File: config.mk
export PLATFORM = sky130hd
export DESIGN_NAME = nway_cache_wb_buffer
export DESIGN_NICKNAME = d
export VERILOG_FILES = /design/src/rtl/nway_cache_def_pkg.sv /design/src/rtl/nway_cache_wb_store.sv /design/src/rtl/nway_cache_wb_buffer.sv
export SDC_FILE = /design/constraint.sdc
export NUM_CORES = 1
export LEC_CHECK = 0
export ABC_AREA = 1
export CAP_MARGIN = 10
export CORE_MARGIN = 2
export CORE_UTILIZATION = 30
export DETAILED_ROUTE_END_ITERATION = 10
export GPL_TIMING_DRIVEN = 0
export MAX_ROUTING_LAYER = met4
export PLACE_DENSITY = 0.56
export SLEW_MARGIN = 0
export SYNTH_ARGS = -nofsm -noshare
export SYNTH_HDL_FRONTEND = slang
export SYNTH_SLANG_ARGS = --single-unit
export TNS_END_PERCENT = 10
File: constraint.sdc
create_clock -name clk -period 7.9 [get_ports clk]
set_input_delay 1.185 -clock clk [delete_from_list [all_inputs] [get_ports clk]]
set_output_delay 1.185 -clock clk [all_outputs]
set_load 0.02 [all_outputs]
File: src/rtl/nway_cache_def_pkg.sv
// Shared definitions for the n-way cache memory side: write-back buffer
// geometry, buffer entry layout and buffer controller states.
package nway_cache_def;

   localparam int WB_DEPTH  = 4;
   localparam int WB_ADDR_W = 32;
   localparam int WB_DATA_W = 32;

   typedef struct packed {
      logic [WB_ADDR_W-1:0] addr;
      logic [WB_DATA_W-1:0] data;
   } wb_entry_type;

   typedef enum logic [1:0] {
      WB_IDLE,
      WB_WR_WAIT,
      WB_RD_WAIT
   } wb_state_type;

endpackage

File: src/rtl/nway_cache_wb_store.sv
// Write-back buffer storage: circular FIFO of address/data entries with
// in-place overwrite and a parallel newest-match lookup.
module nway_cache_wb_store
   import nway_cache_def::*;
#(
   parameter int DEPTH  = WB_DEPTH,
   parameter int ADDR_W = WB_ADDR_W,
   parameter int DATA_W = WB_DATA_W,
   localparam int PW    = $clog2(DEPTH),
   localparam int CW    = PW + 1
) (
   input  logic              clk,
   input  logic              rst,
   input  logic              push,
   input  logic              pop,
   input  logic              ow,
   input  logic [PW-1:0]     ow_idx,
   input  logic [ADDR_W-1:0] push_addr,
   input  logic [DATA_W-1:0] push_data,
   input  logic [ADDR_W-1:0] match_addr,
   input  logic              excl_head,
   output logic              hit,
   output logic [PW-1:0]     hit_idx,
   output logic [DATA_W-1:0] hit_data,
   output logic [ADDR_W-1:0] head_addr,
   output logic [DATA_W-1:0] head_data,
   output logic [CW-1:0]     count,
   output logic              full
);

   logic [ADDR_W-1:0] addr_q [DEPTH];
   logic [DATA_W-1:0] data_q [DEPTH];
   logic [PW-1:0]     head;
   logic [PW-1:0]     tail;

   always_ff @(posedge clk) begin
      if (rst) begin
         head  <= '0;
         tail  <= '0;
         count <= '0;
      end else begin
         if (push) begin
            addr_q[tail] <= push_addr;
            data_q[tail] <= push_data;
            tail         <= tail + 1'b1;
         end
         if (ow) begin
            data_q[ow_idx] <= push_data;
         end
         if (pop) begin
            head <= head + 1'b1;
         end
         case ({push, pop})
            2'b10:   count <= count + 1'b1;
            2'b01:   count <= count - 1'b1;
            default: count <= count;
         endcase
      end
   end

   // Walk from oldest to newest so the last hit, closest to the tail, wins.
   always_comb begin
      hit     = 1'b0;
      hit_idx = head;
      for (int k = 0; k < DEPTH; k++) begin
         if ((CW'(k) < count) && !(excl_head && (k == 0)) &&
             (addr_q[head + PW'(k)] == match_addr)) begin
            hit     = 1'b1;
            hit_idx = head + PW'(k);
         end
      end
   end

   assign hit_data  = data_q[hit_idx];
   assign head_addr = addr_q[head];
   assign head_data = data_q[head];
   assign full      = (count == CW'(DEPTH));

endmodule

File: src/rtl/nway_cache_wb_buffer.sv
// Write-back buffer and memory adapter for the n-way cache controller.
// Optional write coalescing is enabled by defining NWAY_WB_COALESCE_EN.
module nway_cache_wb_buffer
   import nway_cache_def::*;
#(
   parameter int DEPTH  = WB_DEPTH,
   parameter int ADDR_W = WB_ADDR_W,
   parameter int DATA_W = WB_DATA_W
) (
   input  logic              clk,
   input  logic              rst,
   input  logic              req_valid,
   input  logic              req_rw,
   input  logic [ADDR_W-1:0] req_addr,
   input  logic [DATA_W-1:0] req_data,
   output logic              req_ready,
   output logic [DATA_W-1:0] resp_data,
   output logic              resp_ready,
   output logic              mem_valid,
   output logic              mem_rw,
   output logic [ADDR_W-1:0] mem_addr,
   output logic [DATA_W-1:0] mem_wdata,
   input  logic              mem_ack,
   input  logic [DATA_W-1:0] mem_rdata
);

   localparam int PW = $clog2(DEPTH);
   localparam int CW = PW + 1;

   wb_state_type      state;
   logic              rd_pending;
   logic [ADDR_W-1:0] rd_addr;

   logic [CW-1:0]     count;
   logic              full;
   logic              hit;
   logic [PW-1:0]     hit_idx;
   logic [DATA_W-1:0] hit_data;
   logic [ADDR_W-1:0] head_addr;
   logic [DATA_W-1:0] head_data;

   logic accept;
   logic wr_acc;
   logic rd_hit;
   logic rd_miss;
   logic push;
   logic pop;
   logic ow;
   logic excl_head;

   assign req_ready = !rst && !full && !rd_pending;
   assign accept    = req_valid && req_ready;
   assign wr_acc    = accept && req_rw;
   assign rd_hit    = accept && !req_rw && hit;
   assign rd_miss   = accept && !req_rw && !hit;
   assign pop       = (state == WB_WR_WAIT) && mem_ack;

`ifdef NWAY_WB_COALESCE_EN
   // The head is off limits to writes once its drain is launched or in flight,
   // otherwise the new data would never reach memory.
   assign excl_head = req_rw &&
                      ((state == WB_WR_WAIT) || ((state == WB_IDLE) && (count != '0)));
   assign push      = wr_acc && !hit;
   assign ow        = wr_acc && hit;
`else
   assign excl_head = 1'b0;
   assign push      = wr_acc;
   assign ow        = 1'b0;
`endif

   nway_cache_wb_store #(
      .DEPTH  (DEPTH),
      .ADDR_W (ADDR_W),
      .DATA_W (DATA_W)
   ) u_store (
      .clk        (clk),
      .rst        (rst),
      .push       (push),
      .pop        (pop),
      .ow         (ow),
      .ow_idx     (hit_idx),
      .push_addr  (req_addr),
      .push_data  (req_data),
      .match_addr (req_addr),
      .excl_head  (excl_head),
      .hit        (hit),
      .hit_idx    (hit_idx),
      .hit_data   (hit_data),
      .head_addr  (head_addr),
      .head_data  (head_data),
      .count      (count),
      .full       (full)
   );

   // Reads take priority over draining; only one memory transaction at a time.
   always_ff @(posedge clk) begin
      if (rst) begin
         state      <= WB_IDLE;
         rd_pending <= 1'b0;
         rd_addr    <= '0;
         resp_ready <= 1'b0;
         resp_data  <= '0;
         mem_valid  <= 1'b0;
         mem_rw     <= 1'b0;
         mem_addr   <= '0;
         mem_wdata  <= '0;
      end else begin
         resp_ready <= 1'b0;
         if (rd_hit) begin
            resp_ready <= 1'b1;
            resp_data  <= hit_data;
         end
         if (rd_miss) begin
            rd_pending <= 1'b1;
            rd_addr    <= req_addr;
         end
         case (state)
            WB_IDLE: begin
               if (rd_pending || rd_miss) begin
                  state     <= WB_RD_WAIT;
                  mem_valid <= 1'b1;
                  mem_rw    <= 1'b0;
                  mem_addr  <= rd_pending ? rd_addr : req_addr;
               end else if (count != '0) begin
                  state     <= WB_WR_WAIT;
                  mem_valid <= 1'b1;
                  mem_rw    <= 1'b1;
                  mem_addr  <= head_addr;
                  mem_wdata <= head_data;
               end
            end
            WB_WR_WAIT: begin
               if (mem_ack) begin
                  mem_valid <= 1'b0;
                  state     <= WB_IDLE;
               end
            end
            WB_RD_WAIT: begin
               if (mem_ack) begin
                  mem_valid  <= 1'b0;
                  resp_ready <= 1'b1;
                  resp_data  <= mem_rdata;
                  rd_pending <= 1'b0;
                  state      <= WB_IDLE;
               end
            end
            default: state <= WB_IDLE;
         endcase
      end
   end

endmodule

Word level (Yosys, flattened, before mapping):

Memory sizes are Yosys's and may differ from the RTL's. A register that Yosys moved wholly into a read port is not among the register bits.
Index checks and enable logic that the tools add are counted.

* register bits after elaboration: 109
* bits in latches: 0
* memory bits (writable): 256
* memory bits (read-only): 0
* input port bits: 101
* output and inout port bits: 100
* logic and storage cells: 97
* memories: 2

* add/subtract/negate cells: 6
* multiply operators: 0
* divide/modulo/power cells: 0
* order comparisons: 4
* equal/unequal tests: 11
* shift-type cells: 0
* multiplexer cells: 34
* bitwise logic cells: 1
* reduce and logical (&&, ||, !) cells: 28

Memory list
* u_store.addr_q: words 4, bits a word 32, rd ports 4, clocked after Yosys merged registers in 1, write ports 1, RTL line nway_cache_wb_store.sv:31 `logic [ADDR_W-1:0] addr_q [DEPTH];`
* u_store.data_q: words 4, bits a word 32, rd ports 2, clocked after Yosys merged registers in 1, write ports 1, RTL line nway_cache_wb_store.sv:32 `logic [DATA_W-1:0] data_q [DEPTH];`

Operator list (number)
* two-way mux 32 bit: 6
* equality test 32 bit: 4
* two-way mux 1 bit: 17
* two-way mux 2 bit: 8
* logical AND 1 bit: 12
* < comparator 1 x 3 -> 1 bit, first input constant: 2
* < comparator 2 x 3 -> 1 bit, first input constant: 2
* case mux 3 bit (2 select lines): 1
* AND reduction 3 bit: 2
* nonzero test 2 bit: 3
* logical NOT 1 bit: 5
* adder 2 x 1 -> 2 bit, second input constant: 2
* adder 2 bit, second input constant: 2
* equality test 2 x 1 -> 1 bit, second input constant: 2
* equality test 2 bit, second input constant: 2
* case mux 2 bit (2 select lines): 1
* AND reduction 2 bit: 2
* adder 3 x 1 -> 3 bit, second input constant: 1
* equality test 3 bit, second input constant: 1
* inequality test 3 bit, second input constant: 1
* nonzero test 3 bit: 1
* subtractor 3 x 1 -> 3 bit, second input constant: 1
* logical NOT 2 bit: 1
* inequality test 2 x 1 -> 1 bit, second input constant: 1
* other kinds (4): 4

Depth between registers and ports, before layout:

Gate-level depths: netlist (run 1).
An unclocked memory read counts as a cell.

* word-level depth: 12
* gate-level depth with buffers: 26
* depth with buffers taken out: 23

Cells and area by module:

From an unflattened synthesis (run 1), not the netlist that was laid out.

* cell total of the unflattened synthesis: 3216
* area, all modules: 22784.4 µm²

By module, submodules not included
* nway_cache_wb_store: times used 1, cells each 2360, area each 16927.5 µm², seq. area each 7867.5 µm²
* nway_cache_wb_buffer: times used 1, cells each 856, area each 5856.9 µm², seq. area each 2682.6 µm²

Least setup slack after synthesis (run 1):

OpenSTA, ideal clock, no wires.

* path kind: input to register
* from: in rst
* to: mem u_store.addr_q[0][0] in the netlist's numbering (enable)
* setup time: 487 ps
* arrival time: 4745 ps
* required time: 7413 ps
* path slack: 2668 ps
* cell stages on the path: 6
* buffers on the path: 1
* cell sequence: clkbuf_1 -> inv_1 -> nand3_1 -> inv_1 -> nand3_1 -> nor2_1

* longest elaborated chain between the ends: 8

RTL lines
* start, declared: RTL line nway_cache_wb_buffer.sv:11 `input logic rst,`
* logical NOT 1 bit: RTL line nway_cache_wb_buffer.sv:51 `assign req_ready = !rst && !full && !rd_pending;`
* logical AND 1 bit (2 in a row): RTL line nway_cache_wb_buffer.sv:51
* via req_ready: RTL line nway_cache_wb_buffer.sv:16 `output logic req_ready,`
* logical AND 1 bit: RTL line nway_cache_wb_buffer.sv:52 `assign accept = req_valid && req_ready;`
* logical AND 1 bit: RTL line nway_cache_wb_buffer.sv:53 `assign wr_acc = accept && req_rw;`
* two-way mux 1 bit: RTL line nway_cache_wb_store.sv:42 `if (push) begin`
* two-way mux 1 bit: RTL line nway_cache_wb_store.sv:37 `if (rst) begin`
* two-way mux 1 bit (implied by the code): RTL line nway_cache_wb_store.sv:43 `addr_q[tail] <= push_addr;`
* end, declared: RTL line nway_cache_wb_store.sv:31

The timed path passes the listed nets, and every way through them passes these cells.

==> impl_metrics.py, run 1 <==
metrics = {
    "cells_and_area": {
        "nets": 3354,
        "final_cell_area_um2": 26800,
        "syn2layout_area_growth_pct": 22.8,
        "fillCellCount": 7619,
        "layout-drive-gt1-share_pct": 5.73,
    },
    "global_route": {
        "grt_pass1_wl_mm": 136,
        "grt.overflow.total": 0,
        "grt_max_degree": 26,
        "grt_pass1_vias": 20483,
        "grt_usage_pct": 25.5,
        "grt_antenna_before_repair": 9,
    },
    "logic_synthesis": {
        "yosysSeqAreaShare_pct": 48.3,
        "synth-edff-count": 256,
        "synthTopCellsByArea": "edfxtp_1 (35%), nand2_1 (23%), dfxtp_1 (13%)",
        "syn_area_per_cell_um2": 7.32,
        "synth_ff_type": "edfxtp_1",
        "async_flop_share_pct": 0,
        "synth_top_cell_by_area": "edfxtp_1",
        "ys_ff_latch": 399,
        "syn_inst": 2982,
        "yosys_warnings": 0,
        "synth_area_um2": 21800,
        "synth.distinct_cells": 31,
        "synth_nets": 3096,
        "netlist.area_leader.share_pct": 35.2,
    },
    "clock_tree": {
        "clock_latency_ns": 0.64,
        "cts_buffers": 47,
        "cts_tree": "done",
        "cts_sinks": 399,
        "post-cts-setup-buffer-count": 0,
        "clockBufferDepth": 3,
        "ctsHoldBuffers": 0,
        "ctsResizeCount": 0,
        "path_clk_slew_ns": 0.06,
        "clock_tree.root_cell": "clkbuf_16",
        "htreeDepth": 2,
    },
    "sta": {
        "min_period_over_period_pct": 63.4,
        "worst_pin_slew_ns": 1.25,
        "hold_viol": 0,
        "rsz0062_at_grt": "false",
        "min_period_ns": 5.01,
        "max_freq_ghz": 0.200,
        "slew_headroom_pct": 16.4,
        "tns_ns": 0,
        "slew_violations": 0,
        "fin_skew_ns": 0.0450,
        "postLayoutSetupSlackWorst_ns": 2.89,
        "setup_viol": 0,
    },
    "die": {
        "die_w_um": 274,
        "io_pins": 201,
        "core-area_um2": 71700,
        "rows": 98,
        "start_util_pct": 30.4,
        "die_h_um": 274,
        "die_area_um2": 74900,
    },
    "worst_setup_path": {
        "worstPathRequired_ns": 8.42,
        "startpoint_type": "register",
        "path_max_fanout": 10,
        "crit_type": "reg -> reg",
        "cp-end-kind": "register",
        "arrival_ns": 5.52,
    },
    "power_and_ir_drop": {
        "vdd_ir_drop_max_mv": 0.172,
        "powerDensity_nw_per_um2": 224,
        "power.leakage_nw": 11.7,
    },
    "placed_design": {
        "dp_hpwl_mm": 69.2,
        "gp_congestion": 1.02,
        "pre_cts_slack_ns": 2.77,
        "post_dp_cell_area_um2": 25300,
        "port_buffers": 199,
    },
    "drt": {
        "drt_wl_total_mm": 95.0,
        "drtIter0Drc": 2658,
        "vias": 21796,
        "drtAntennaViolNets": 0,
        "post_drt_wl_per_cell_um": 22.4,
        "drc": 0,
        "first_pass_iters": 8,
        "avgViaCountPerCell": 5.14,
    },
    "min_path": {
        "hold_class": "reg -> reg",
    },
    "status": {
        "status": "completed",
    },
    "run": {
        "maxCapViolations": 0,
    },
}
[logic make-up after synthesis]
logic type | synth area share, %
buffers and inverters | 7.23
adder cells (fa/ha/maj) | 0.745
XOR/XNOR | 0.963
flip-flops | 48.3
AND/OR/NAND/NOR | 32.9
AO/OA/AOI/OAI | 9.89
[worst max-delay path, stage by stage, from the launching register on]
cell      delay, ns
dfxtp_1        0.40
inv_1          0.21
buf_1          0.88
nand3_1        0.28
nand3_1        0.26
o21ai_0        0.16
nor2_1         0.27
nand4_1        0.11
nor2_1         0.21
nand3_1        0.15
nor2_1         0.17
nor2_1         0.10
nand2_1        0.08
nand2_1        0.21
nor2_1         0.42
clkbuf_1       0.54
nand3_1        0.27
nand2_1        0.12
inv_1          0.04
[Yosys cell counts (10+ instances only)]
master,n
a21oi_1,110
a221o_1,10
a22oi_1,22
buf_1,16
buf_2,69
buf_4,11
clkbuf_1,59
dfxtp_1,143
edfxtp_1,256
ha_1,13
inv_1,215
nand2_1,1342
nand3_1,272
nor2_1,166
o211ai_1,65
o21ai_0,88
o21ai_1,34
o22ai_1,10
o31ai_1,22
xor2_1,24
[through the flow]
step                      hold WS (ns)  utilization [%]  cells  power [mW]
after global placement           0.450             34.9   4131        3.86
after floorplan                  0.446                -   2982        3.21
after CTS                        0.463             37.3   4229        6.00
after detailed placement         0.453             35.2   4141        3.86
after global routing             0.484             37.4   4238        6.21
final                            0.461             37.4   4238        5.99
[flip-flops by register name, summed over array words and instances, names as in the netlist, named ones only]
name            flops
mem_addr           32
mem_rw              1
mem_valid           1
mem_wdata          32
rd_addr            32
rd_pending          1
resp_data          32
resp_ready          1
state               2
u_store.addr_q    128
u_store.count       3
u_store.data_q    128
u_store.head        2
u_store.tail        2
[power breakdown]
part / total (mW) / internal (mW) / switching, mW
clock: 2.14 / 1.20 / 0.940
combinational: 1.44 / 0.478 / 0.965
sequential: 2.41 / 2.34 / 0.0777
[worst paths after layout]
path	slack, ns	cells after the start	endpoint	from
max	2.89	18	resp_data[4]	register
min	0.46	2	mem_wdata[18]	mem_wdata[18]
max reg2reg	2.89	18	resp_data[4]	register
min reg2reg	0.46	2	mem_wdata[18]	mem_wdata[18]
[per-layer routing]
| metal | GRT usage (%) | wire, um | vias up |
|---|---|---|---|
| met3 | 5.52 | 9930 | 233 |
| met4 | 10.8 | 4030 | 0 |
| met1 | 33.0 | 39400 | 10116 |
| met2 | 38.5 | 41600 | 1193 |
| met5 | - | 0 | - |
| li1 | - | - | 10254 |
[layout make-up]
class	count	area [um^2]	share of cell area, %
flip-flops and latches	399	10600	39.4
inverters	221	830	3.09
clock inverters	20	181	0.677
clock buffers	68	1350	5.02
repair buffers	209	2210	8.23
plain buffers	159	748	2.79
multi-input cells	2203	9730	36.3
diodes	9	22.5	0.0840
well taps	950	1190	4.43
[cell usage in the layout (no fill, tap or decap), drive strengths merged, types with 110 or more instances in the layout]
cell / instances
nand2: 1348
nand3: 273
edfxtp: 256
inv: 221
clkdlybuf4s50: 199
nor2: 168
dfxtp: 143
clkbuf: 128
o21ai: 123
a21oi: 110
Power figures use the tool's default switching activity.
==> run 2: changes to the inputs <==
--- a/config.mk
+++ b/config.mk
@@ -12,7 +12,7 @@
 export DETAILED_ROUTE_END_ITERATION = 10
 export GPL_TIMING_DRIVEN = 0
 export MAX_ROUTING_LAYER = met4
-export PLACE_DENSITY = 0.56
+export PLACE_DENSITY = 0.58
 export SLEW_MARGIN = 0
 export SYNTH_ARGS = -nofsm -noshare
 export SYNTH_HDL_FRONTEND = slang
==> constraint.sdc (replaced) <==
create_clock -name clk -period 4.06 [get_ports clk]
set_input_delay 0.609 -clock clk [delete_from_list [all_inputs] [get_ports clk]]
set_output_delay 0.609 -clock clk [all_outputs]
set_load 0.02 [all_outputs]
==> run 2 against run 1 <==
Die area unchanged. Utilization increased by 0.29 points. Maximum frequency increased by 26%. Flip-flop and latch count unchanged. Non-clock buffer count increased by 2. First-iteration DRC count increased by 2.1%. Cell area increased by 0.77%. Register-to-register slack got worse by 2.8 ns. Clock power increased by 96%.
==> impl_metrics.py, run 2 (synthesis results as in run 1) <==
metrics = {
    "status": {
        "status": "completed",
    },
    "power_and_ir_drop": {
        "seqPwrFrac_pct": 40.1,
        "p_switching_mw": 3.88,
        "p_int_mw": 7.85,
        "powerDensity_nw_per_um2": 434,
        "vdd_ir_drop_max_mv": 0.335,
        "swShare_pct": 33.0,
        "finalPower_mw": 11.7,
        "power.leakage_nw": 11.8,
        "combPwrFrac_pct": 24.1,
        "p_clk_share_pct": 35.8,
    },
    "placed_design": {
        "post_dp_cell_area_um2": 25300,
        "dp_hpwl_mm": 68.4,
        "gp_congestion": 1.04,
        "port_buffers": 199,
    },
    "drt": {
        "drt_wl_total_mm": 94.0,
        "drtAntennaViolNets": 0,
        "avgViaCountPerCell": 5.18,
        "first_pass_iters": 6,
        "drc": 0,
        "drtIter0Drc": 2715,
        "post_drt_wl_per_cell_um": 22.2,
        "vias": 21955,
    },
    "die": {
        "die_h_um": 274,
        "die_area_um2": 74900,
        "core-area_um2": 71700,
        "start_util_pct": 30.4,
        "die_w_um": 274,
        "rows": 98,
        "io_pins": 201,
    },
    "worst_setup_path": {
        "arrival_ns": 4.45,
        "cp-end-kind": "register",
        "critPathSlowestCell": "dfxtp_1",
        "critPathMostFrequentCell": "nor2_1",
        "max_stage_delay_ns": 0.49,
        "rr_worst_depth": 19,
        "worstPathRequired_ns": 4.55,
        "path_max_fanout": 10,
        "r2r_end": "mem_addr[30]",
        "cp_cell_sequence": "inv_1 -> clkbuf_4 -> nand3_1 -> nand2_1 -> nand2_1 -> nand2_1 -> nor2_1 -> nand4_1 -> nor2_1 -> nand3_1 -> nor2_1 -> nor2_1 -> nand3_4 -> nand2_4 -> o21ai_4 -> inv_2 -> buf_2 -> o21ai_1 -> nor2_1",
        "startpoint_type": "register",
        "rrSetupSlack_ns": 0.10,
        "crit_type": "reg -> reg",
    },
    "cells_and_area": {
        "fin_util_pct": 37.7,
        "syn2layout_area_growth_pct": 23.7,
        "reg_top3": "u_store.addr_q x128, u_store.data_q x128",
        "final_cell_mix": "nand2_1 (1340), nand3_1 (272), edfxtp_1 (256)",
        "nets": 3355,
        "final_cell_area_um2": 27000,
        "layout-drive-gt1-share_pct": 6.80,
        "layout_commonest_cell": "nand2_1",
    },
    "global_route": {
        "grt_antenna_before_repair": 7,
        "grt_usage_pct": 25.4,
        "grt_max_degree": 25,
        "grt_pass1_wl_mm": 136,
        "use_met3_pct": 4.07,
        "grt.overflow.total": 0,
        "grt_busiest_layer": "met2",
        "met1_usage_pct": 34.0,
        "grt_pass1_vias": 20276,
        "grtUsageMet2_pct": 38.1,
    },
    "run": {
        "maxCapViolations": 0,
    },
    "clock_tree": {
        "path_clk_slew_ns": 0.06,
        "cts_sinks": 399,
        "cts_tree": "done",
        "clock_latency_ns": 0.64,
        "clock_tree.root_cell": "clkbuf_16",
        "htreeDepth": 2,
        "clockBufferDepth": 3,
        "cts_buffers": 46,
    },
    "min_path": {
        "min_to": "mem_wdata[21]",
        "hp-start": "mem_wdata[21]",
        "min_path_cells": 2,
        "hold_class": "reg -> reg",
    },
    "sta": {
        "min_period_over_period_pct": 97.5,
        "whs_ns": 0.462,
        "slew_headroom_pct": 38.1,
        "fin_skew_ns": 0.0551,
        "max_freq_ghz": 0.253,
        "tns_ns": 0,
        "hold_viol": 0,
        "setup_viol": 0,
        "worst_pin_slew_ns": 0.929,
        "min_period_ns": 3.96,
        "slew_violations": 0,
    },
}
run 2: power groups by stage:
| stage | Combinational [mW] | Sequential (mW) | Clock [mW] |
|---|---|---|---|
| after CTS | 2.76 | 4.70 | 4.28 |
| after floorplan | 1.30 | 4.94 | 0 |
| after global routing | 3.03 | 4.72 | 4.43 |
| final | 2.83 | 4.70 | 4.20 |
| after detailed placement | 2.73 | 4.78 | 0 |
| after global placement | 2.71 | 4.79 | 0 |
run 2: what timing repair did:
action | CTS | global route
setup endpoints to repair | 99 | 102
buffers inserted | 2 | 0
resized for setup | 18 | 74
pin swaps | 1 | 1
hold buffers | 0 | 0
run 2: stage by stage:
stage / cells / setup WS, ns
after global routing: 4236 / -0.000655
after CTS: 4229 / -0.0477
after global placement: 4131 / -4.52
final: 4237 / 0.102
after detailed placement: 4141 / -0.624
after floorplan: 2982 / -0.596
run 2: final cells by class:
| cell class | instances | area (um^2) |
|---|---|---|
| fillers | 7496 | 44700 |
| flip-flops and latches | 399 | 10600 |
| multi-input cells | 2203 | 9800 |
| repair buffers | 211 | 2220 |
| clock buffers | 63 | 1330 |
| well taps | 950 | 1190 |
| plain buffers | 159 | 845 |
| inverters | 221 | 833 |
| clock inverters | 23 | 224 |
| diodes | 8 | 20.0 |
run 2: worst max-delay path, delay by kind of cell, from the launching register on:
family	cells	cell delay, ns
AOI/OAI and AO/OA	2	0.46
buffers and inverters	4	0.93
DFF	1	0.49
and+or+nand+nor	13	1.94
run 2: worst max-delay path by stage:
stage              from                     to  slack, ns
2_1_floorplan       rst   u_store.addr_q[0][0]      -0.60
3_3_place_gp        rst  u_store.addr_q[0][29]      -4.52
3_5_place_dp   register           resp_data[4]      -0.62
4_1_cts        register           mem_addr[30]      -0.05
5_1_grt        register           mem_addr[18]    -0.0007
6_report       register           mem_addr[30]       0.10
run 2: metal layers:
layer	up-vias	part of all wire (%)	wire, um
li1	10259	-	-
met1	10341	42	39800
met2	1145	44	40900
met3	210	9.5	8950
met4	0	4.6	4320
met5	-	0	0
